===== config.mk =====
export PLATFORM = sky130hd
export DESIGN_NAME = stack_unit
export DESIGN_NICKNAME = d
export VERILOG_FILES = /design/src/rtl/stack_unit_pkg.sv /design/src/rtl/stack_ram.sv /design/src/rtl/stack_unit.sv
export SDC_FILE = /design/constraint.sdc
export NUM_CORES = 2
export LEC_CHECK = 0
export CAP_MARGIN = 5
export CORE_ASPECT_RATIO = 1.75
export CORE_MARGIN = 1.5
export CORE_UTILIZATION = 35
export DETAILED_ROUTE_END_ITERATION = 8
export PLACE_DENSITY_LB_ADDON = 0.2
export SETUP_SLACK_MARGIN = 0.05
export SLEW_MARGIN = 20
export SYNTH_ARGS = -nofsm -noshare
export SYNTH_HDL_FRONTEND = slang
export SYNTH_SLANG_ARGS = --single-unit

===== constraint.sdc =====
create_clock -name clk -period 8 [get_ports clk]
set_clock_uncertainty 0.05 [all_clocks]
set_input_delay 1.2 -clock clk [delete_from_list [all_inputs] [get_ports clk]]
set_output_delay 1.2 -clock clk [all_outputs]
set_load 0.02 [all_outputs]

===== src/rtl/stack_unit_pkg.sv =====
// Shared constants and small types for the stack unit.
// Build option: define STACK_UNIT_ERR_EN to enable the sticky err flag.
package stack_unit_pkg;

  localparam int STACK_WIDTH = 32;
  localparam int STACK_DEPTH = 128;
  localparam int STACK_AW    = $clog2(STACK_DEPTH);

  // Raw request decode of push/pop (hold/clear qualify it separately).
  typedef enum logic [1:0] {
    OP_IDLE = 2'b00,
    OP_PUSH = 2'b01,
    OP_POP  = 2'b10,
    OP_SWAP = 2'b11   // push and pop together: replace top / pass-through
  } op_e;

  // Where the visible q comes from: the RAM read register or a local register
  // (used for the zero on underflow/reset and for the empty pass-through).
  typedef enum logic {
    Q_SRC_REG = 1'b0,
    Q_SRC_RAM = 1'b1
  } q_src_e;

  function automatic op_e decode_op(input logic push, input logic pop);
    return op_e'({pop, push});
  endfunction

endpackage


===== src/rtl/stack_ram.sv =====
// Single-clock storage for the stack: one write port, one registered read
// port with read enable. Reads return the old contents on a same-address
// write (read-first), which the replace-top operation relies on.
module stack_ram #(
  parameter int WIDTH = 32,
  parameter int AW    = 7
) (
  input  logic             clk,
  input  logic             we,
  input  logic [AW-1:0]    waddr,
  input  logic [WIDTH-1:0] wdata,
  input  logic             re,
  input  logic [AW-1:0]    raddr,
  output logic [WIDTH-1:0] rdata
);

  logic [WIDTH-1:0] mem [2**AW];

  // Write port and registered read port share one clocked process.
  // NOTE: non-blocking assignments make the read see the pre-write contents
  // and keep simulation order-independent; sequential state always uses <=.
  // NOTE: the array and read register have no reset on purpose, so the
  // storage maps onto block RAM; the parent never exposes unwritten data.
  always_ff @(posedge clk) begin
    if (we) mem[waddr] <= wdata;
    if (re) rdata <= mem[raddr];
  end

endmodule


===== src/rtl/stack_unit.sv =====
// LIFO stack with registered pop data, stall (hold) and flush (clear).
// Build option: define STACK_UNIT_ERR_EN to make err a sticky
// overflow/underflow flag; otherwise err is tied low.
module stack_unit
  import stack_unit_pkg::*;
#(
  parameter int WIDTH = STACK_WIDTH,
  parameter int DEPTH = STACK_DEPTH
) (
  input  logic                     clk,
  input  logic                     reset,
  input  logic [WIDTH-1:0]         d,
  input  logic                     push,
  input  logic                     pop,
  input  logic                     hold,
  input  logic                     clear,
  output logic [WIDTH-1:0]         q,
  output logic [$clog2(DEPTH):0]   count,
  output logic                     empty,
  output logic                     full,
  output logic                     err
);

  localparam int AW = $clog2(DEPTH);
  localparam logic [AW:0]   CNT_ONE  = (AW+1)'(1);
  localparam logic [AW:0]   CNT_FULL = (AW+1)'(DEPTH);
  localparam logic [AW-1:0] IDX_ONE  = AW'(1);

  logic [AW:0]      count_q, count_d;
  q_src_e           q_sel_q, q_sel_d;
  logic [WIDTH-1:0] q_reg_q, q_reg_d;

  logic             ram_we, ram_re;
  logic [AW-1:0]    ram_waddr, top_idx;
  logic [WIDTH-1:0] ram_rdata;
  op_e              op;

  assign op      = decode_op(push, pop);
  assign empty   = (count_q == '0);
  assign full    = (count_q == CNT_FULL);
  assign top_idx = count_q[AW-1:0] - IDX_ONE;   // wraps to DEPTH-1 when full

  // Operation decode: next count, RAM strobes and q source selection.
  // NOTE: every output gets a default first so no path leaves one unassigned,
  // which would otherwise infer a latch.
  always_comb begin
    count_d   = count_q;
    q_sel_d   = q_sel_q;
    q_reg_d   = q_reg_q;
    ram_we    = 1'b0;
    ram_re    = 1'b0;
    ram_waddr = count_q[AW-1:0];
    if (clear) begin
      count_d = '0;
    end else if (!hold) begin
      unique case (op)
        OP_PUSH: begin
          if (!full) begin
            ram_we  = 1'b1;
            count_d = count_q + CNT_ONE;
          end
        end
        OP_POP: begin
          if (!empty) begin
            ram_re  = 1'b1;
            q_sel_d = Q_SRC_RAM;
            count_d = count_q - CNT_ONE;
          end else begin
            q_sel_d = Q_SRC_REG;
            q_reg_d = '0;
          end
        end
        OP_SWAP: begin
          if (!empty) begin
            ram_re    = 1'b1;
            ram_we    = 1'b1;
            ram_waddr = top_idx;
            q_sel_d   = Q_SRC_RAM;
          end else begin
            q_sel_d = Q_SRC_REG;
            q_reg_d = d;
          end
        end
        default: ;
      endcase
    end
  end

  // Count and q-source state; reset overrides every other input.
  always_ff @(posedge clk) begin
    if (reset) begin
      count_q <= '0;
      q_sel_q <= Q_SRC_REG;
      q_reg_q <= '0;
    end else begin
      count_q <= count_d;
      q_sel_q <= q_sel_d;
      q_reg_q <= q_reg_d;
    end
  end

  stack_ram #(
    .WIDTH (WIDTH),
    .AW    (AW)
  ) u_ram (
    .clk   (clk),
    .we    (ram_we),
    .waddr (ram_waddr),
    .wdata (d),
    .re    (ram_re),
    .raddr (top_idx),
    .rdata (ram_rdata)
  );

  assign q     = (q_sel_q == Q_SRC_RAM) ? ram_rdata : q_reg_q;
  assign count = count_q;

`ifdef STACK_UNIT_ERR_EN
  logic err_q;
  logic err_event;

  assign err_event = !hold && !clear &&
                     ((push && !pop && full) || (pop && !push && empty));

  // Sticky error: set on overflow/underflow, cleared only by reset.
  always_ff @(posedge clk) begin
    if (reset)          err_q <= 1'b0;
    else if (err_event) err_q <= 1'b1;
  end

  assign err = err_q;
`else
  assign err = 1'b0;
`endif

endmodule


After elaboration in Yosys (flattened, before gate mapping) --
Memory sizes are Yosys's and may differ from the RTL's. A register that Yosys moved wholly into a read port is not among the register bits. Index checks and enable logic that the tools add are counted.
Operators by class: add/sub/neg operators 3, equal/unequal tests 8, multiplexer cells 21, bitwise operators 2, reductions and logical operators 8
Operators by type and width (count):
- $mux 32 | 3
- $pmux 32 s2 | 1
- $mux 7 | 4
- $mux 8 | 2
- $pmux 8 s2 | 1
- $mux 1 | 9
- $add 8x1->8 const B | 1
- $eq 8x8->1 const B | 1
- $logic_not 8->1 | 1
- $ne 2x2->1 const B | 4
- $sub 8x1->8 const B | 1
- $sub 7x1->7 const B | 1
- $reduce_and 5->1 | 1
- $eq 2x2->1 const B | 2
- $reduce_and 4->1 | 1
- $reduce_bool 2->1 | 2
- $reduce_or 2->1 | 2
- $reduce_and 3->1 | 1
- $eq 2x1->1 const B | 1
- $not 1->1 | 2
- $pmux 1 s2 | 1
Storage, ports and cells: flip-flop bits (word level) 41, RAM bits 4096, output and inout bits 43, word-level logic and storage cells 46, memories 1
Memory list:
- u_ram.mem | words 128, bits a word 32, rd ports 1, clocked after Yosys merged registers in 1, write ports 1, RTL line stack_ram.sv:17 | logic [WIDTH-1:0] mem [2**AW];

Depth between registers and ports, before layout --
depth in word-level cells 7, mapped depth 14

Cells and area by module --
Synthesis repeated with hierarchy kept, for this count alone.
Second synthesis, totals: cell total of the unflattened synthesis 6230, area, all modules 158996.2 µm²
By module, submodules not included:
- stack_ram | times used 1, cells each 5990, area each 156596.4 µm²
- stack_unit | times used 1, cells each 240, area each 2399.8 µm²

Worst setup path before layout --
OpenSTA, ideal clock, no wires.
path kind input port to flip-flop, start point in push, end point mem u_ram.mem[80][0], enable pin, setup time 421 ps, arrival time 4328 ps, required time 7529 ps, path slack 3201 ps, cell stages on the path 9, path through ha_1 > or3b_1 > clkbuf_1 > a41oi_2 > nand2_1 > xor2_1 > and2_1 > nand2_1 > nor2_1
Between the ends: longest elaborated chain between the ends 6, elaborated cells on any way between the ends 10
RTL lines:
- from (decl) | RTL line stack_unit.sv:13 | input logic push,
- $eq 2x2->1 / $eq 2x1->1 (equally long branches) | RTL line stack_unit.sv:56 | unique case (op)
- $pmux 1 s2 | RTL line stack_unit.sv:56
- $mux 1 | RTL line stack_unit.sv:55 | end else if (!hold) begin
- $mux 1 | RTL line stack_unit.sv:53 | if (clear) begin
- $mux 1 | RTL line stack_ram.sv:25 | if (we) mem[waddr] <= wdata;
- $mux 1 (not written as such) | RTL line stack_ram.sv:25
- to (decl) | RTL line stack_ram.sv:17
Several ways; a longest one is shown, not always the timed one.

Worst setup path in the final report --
start point reg count_q[0], in the netlist count[0], end point reg u_ram.rdata[13] (read register of u_ram.mem), data pin
Between the ends: longest elaborated chain between the ends 5, elaborated cells on any way between the ends 6
RTL lines:
- from (decl) | RTL line stack_unit.sv:29 | logic [AW:0] count_q, count_d;
- from (signal assigned) | RTL line stack_unit.sv:96 | count_q <= count_d;
- $logic_not 8->1 | RTL line stack_unit.sv:39 | assign empty = (count_q == '0);
- $mux 1 | RTL line stack_unit.sv:64, stack_unit.sv:74
- $mux 1
- $mux 1 | RTL line stack_unit.sv:55
- $mux 1 | RTL line stack_unit.sv:53
- to (decl) | RTL line stack_ram.sv:14 | output logic [WIDTH-1:0] rdata
Several ways; a longest one is shown, not always the timed one. A chain may end at the register's enable or synchronous reset.

==> implementation parameters <==
Parameter                              Value

Run status
  Status    completed

STA
  Maximum clock frequency    roughly 0.19 GHz
  Final hold violations    0
  Count of endpoints failing setup in the final report    0
  TNS Setup    0 ns
  Post-layout minimum cycle time    ~5.3 ns
  Final worst path period share    66.3%
  Pin slew with the least headroom to its limit    1.18 ns
  Final Max Slew Viols    0
  Unrepaired setup endpoints after global routing    no
  Worst relative slew slack    20.4%

Detailed routing
  Avg Vias per Cell    ~5.5
  Total Routed Length    between 400 and 500 mm
  Average routed wire per standard cell    approximately 35 um
  Final antenna-violating net count    0
  Vias    about 77000
  DRC Markers    0
  Initial DRT Pass Iterations    6
  Violation count after the first detailed-routing iteration    between 8000 and 9000

Critical path
  Peak fanout along the critical path    78
  Worst setup EP type    register
  Startpoint types    register
  Crit Path Category    register to register
  Critical path data arrival time    slightly below 6 ns
  Required time at the endpoint of the critical path    between 8 and 9 ns

Clocking
  Largest buffer count on any clock path    4
  Number of buffers inserted by post-CTS setup repair    0
  Number of clock sinks    4169
  Worst-path clk slew    approximately 0.060 ns
  Clock tree from TritonCTS    done
  Quantity of hold-fixing buffers added after cts    0
  Total clock buffers created by CTS    about 370
  Post-CTS resize count    0
  Maximum level of the CTS H-tree    5
  Clock root buffer    clkbuf_16
  Clock latency of the later-clocked register in the worst-skew pair    roughly 0.96 ns

Run
  Maximum capacitance violations    0

Placed design
  Buffers on Ports    79
  Area of placed instances    170000 um^2
  Placer's final routability congestion estimate    ~0.86
  Total half-perimeter wirelength after legalization and detailed placement    approximately 300 mm

Global routing
  Vias in the first global route    approximately 80000
  All-layer global routing usage    roughly a fifth
  Overflow left after global routing    0
  Initial antenna violation count    38
  Wire length of the first global-routing pass    between 600 and 700 mm
  Pin count of the biggest net entering global routing    ~110

Final layout
  Cell area after layout    between 150000 and 200000 um^2
  Fin nets    ~7700
  Layout cell share with drive strength beyond 1    26.1%
  Synthesis-to-finish area growth    14.0%

Logic synthesis
  Mean post-synth cell area    between 20 and 25 um^2
  Dominant cell type by area after synthesis    edfxtp_1
  Warnings from Yosys    0
  Most frequently used flop master after synthesis    edfxtp_1
  Top-area cell type share of the netlist area    between 70% and 80%
  Synthesized cell area    between 150000 and 200000 um^2
  #FFs+latches synth    about 4200
  Synth Instances    ~7300
  Sequential cell area fraction in the yosys report    slightly below 80%
  Post-synthesis net count    7374
  Share of flip-flops with an asynchronous set or reset after synthesis    0%
  Top post-synthesis cells by area    edfxtp_1 (78%), mux4_2 (15%), nand2_1 (1.5%)
  Number of flops mapped to enable cells by yosys    about 4100
  Unique cell type count in the Yosys netlist    55

Floorplanning
  DIE AREA    approximately 460000 um^2
  Num rows    328
  Core footprint    around 460000 um^2
  Floorplan die height    around 900 um
  Die extent in x    slightly above 500 um
  I/O pins    81
  Initial core utilization    a little over a third

Power and ir drop
  Reg power frac    between 50% and 60%
  Sw Ratio    22.7%
  Relative contribution of the clock network to total power    between 40% and 50%
  Internal Pwr Total    34.7 mW
  Total net switching power    just over 10 mW
  Leakage power    about 54 nW
  Worst supply voltage drop on vdd    about 0.17 mV
  Power density of the placed cells    between 200 and 250 nW/um^2
  Final total power    roughly 45 mW
  Combinational share of power    6.4%

Min path
  Worst hold-check path type    register to register
[stage by stage]
step                hold WS (ns)  setup slack, ns  instances  utilization, %
CTS                        0.433             2.62      13800            39.9
detailed placement         0.415             1.94      13200            37.3
floorplan                  0.395             3.20       7325               -
global placement           0.407             1.94      13200            37.2
global route               0.446             2.39      13900            40.0
finish                     0.429             2.69      13900            40.1
[critical path, stage by stage, from the launching register on]
cell      delay (ns)
dfxtp_4         0.59
buf_12          0.57
buf_12          0.56
buf_12          0.59
mux4_2          0.59
and2_1          0.26
a211oi_1        0.63
a21oi_1         0.36
a32oi_1         0.39
nand4_1         0.21
[placed cells by master, fill, tap and decap left out, types with 11 or more instances in the layout]
master,netlist,final
buf_16,0,23
buf_12,0,50
nand3_1,178,178
a22o_1,32,32
clkbuf_16,0,375
clkbuf_1,219,65
nand4_1,98,98
buf_4,3,206
edfxtp_1,4128,4128
clkinvlp_4,0,20
dfxtp_1,41,40
buf_6,0,13
a22oi_1,14,14
diode_2,0,16
a32oi_1,96,96
nand2_1,655,655
clkdlybuf4s50_1,0,47
o22a_1,19,19
a21oi_1,44,43
clkinv_2,0,73
o21ai_0,44,44
nor2_1,151,22
mux4_2,1050,1050
mux2_2,34,34
nor2_4,0,129
bufinv_16,0,37
clkinv_1,0,73
and2_1,36,36
inv_1,11,11
a211oi_1,32,32
mux2i_1,163,163
[cells by family (layout without fill, tap and decap cells)]
family                     count (synthesis)  after routing  share of synthesized area [%]
AOI/OAI and AO/OA                        298            298                           1.38
xor gates and xnor gates                  20             20                          0.119
adders and majority gates                 11             11                         0.0908
buffers and inverters                    421           1016                           1.12
DFF                                     4169           4169                           78.1
muxes                                   1247           1247                           16.1
other                                      1             17                        0.00235
and+or+nand+nor                         1158           1158                           3.16
[cell usage after synthesis, types with 32 or more instances]
cell type,count
mux4_2,1050
and2_1,36
nand2_1,655
dfxtp_1,41
a22o_1,32
edfxtp_1,4128
o21ai_0,44
nand3_1,178
clkbuf_1,219
a211oi_1,32
mux2_2,34
buf_2,162
nand4_1,98
a32oi_1,96
mux2i_1,163
a21oi_1,44
nor2_1,151
[power groups by stage]
stage	Combinational (mW)	Clock [mW]	Sequential [mW]
2_1_floorplan	1.27	0	24.5
3_3_place_gp	2.89	0	24.5
3_5_place_dp	2.92	0	24.5
4_1_cts	2.93	18.3	24.0
5_1_grt	2.97	19.0	24.0
6_report	2.87	18.0	24.0
[layout make-up]
type | instances | area, um^2
Inverter | 11 | 41.3
Multi-Input combinational cell | 2735 | 34300
Fill cell | 39900 | 273000
Sequential cell | 4169 | 125000
Clock buffer | 446 | 9710
Tap cell | 5940 | 7430
Timing Repair Buffer | 339 | 3800
Antenna cell | 16 | 40.0
Clock inverter | 220 | 2140
[metal layers]
metal / vias up / part of all wire (%) / GRT usage (%) / wire [um]
li1: 31200 / - / - / -
met1: 42300 / 38 / 25.8 / 183000
met2: 2830 / 51 / 36.3 / 250000
met3: 623 / 5.6 / 2.57 / 27600
met4: 4 / 5.7 / 10.3 / 27700
met5: - / 0.0041 / 0 / 20
[state kept, by name (all words and copies together), names as in the netlist]
signal / count
u_ram.rdata: 32
count: 8
u_ram.mem: 4096
q_sel_q: 1
q_reg_q: 32
[path summary, 6_finish.rpt]
| check | slack, ns | depth (start not counted) | from | endpoint |
|---|---|---|---|---|
| min | 0.43 | 1 | q_reg_q[29] | q_reg_q[29] |
| min reg2reg | 0.43 | 1 | q_reg_q[29] | q_reg_q[29] |
| max | 2.69 | 9 | count[0] | u_ram.rdata[13] |
| max reg2reg | 2.69 | 9 | count[0] | u_ram.rdata[13] |
No activity file was read; power rests on OpenSTA's default activity.
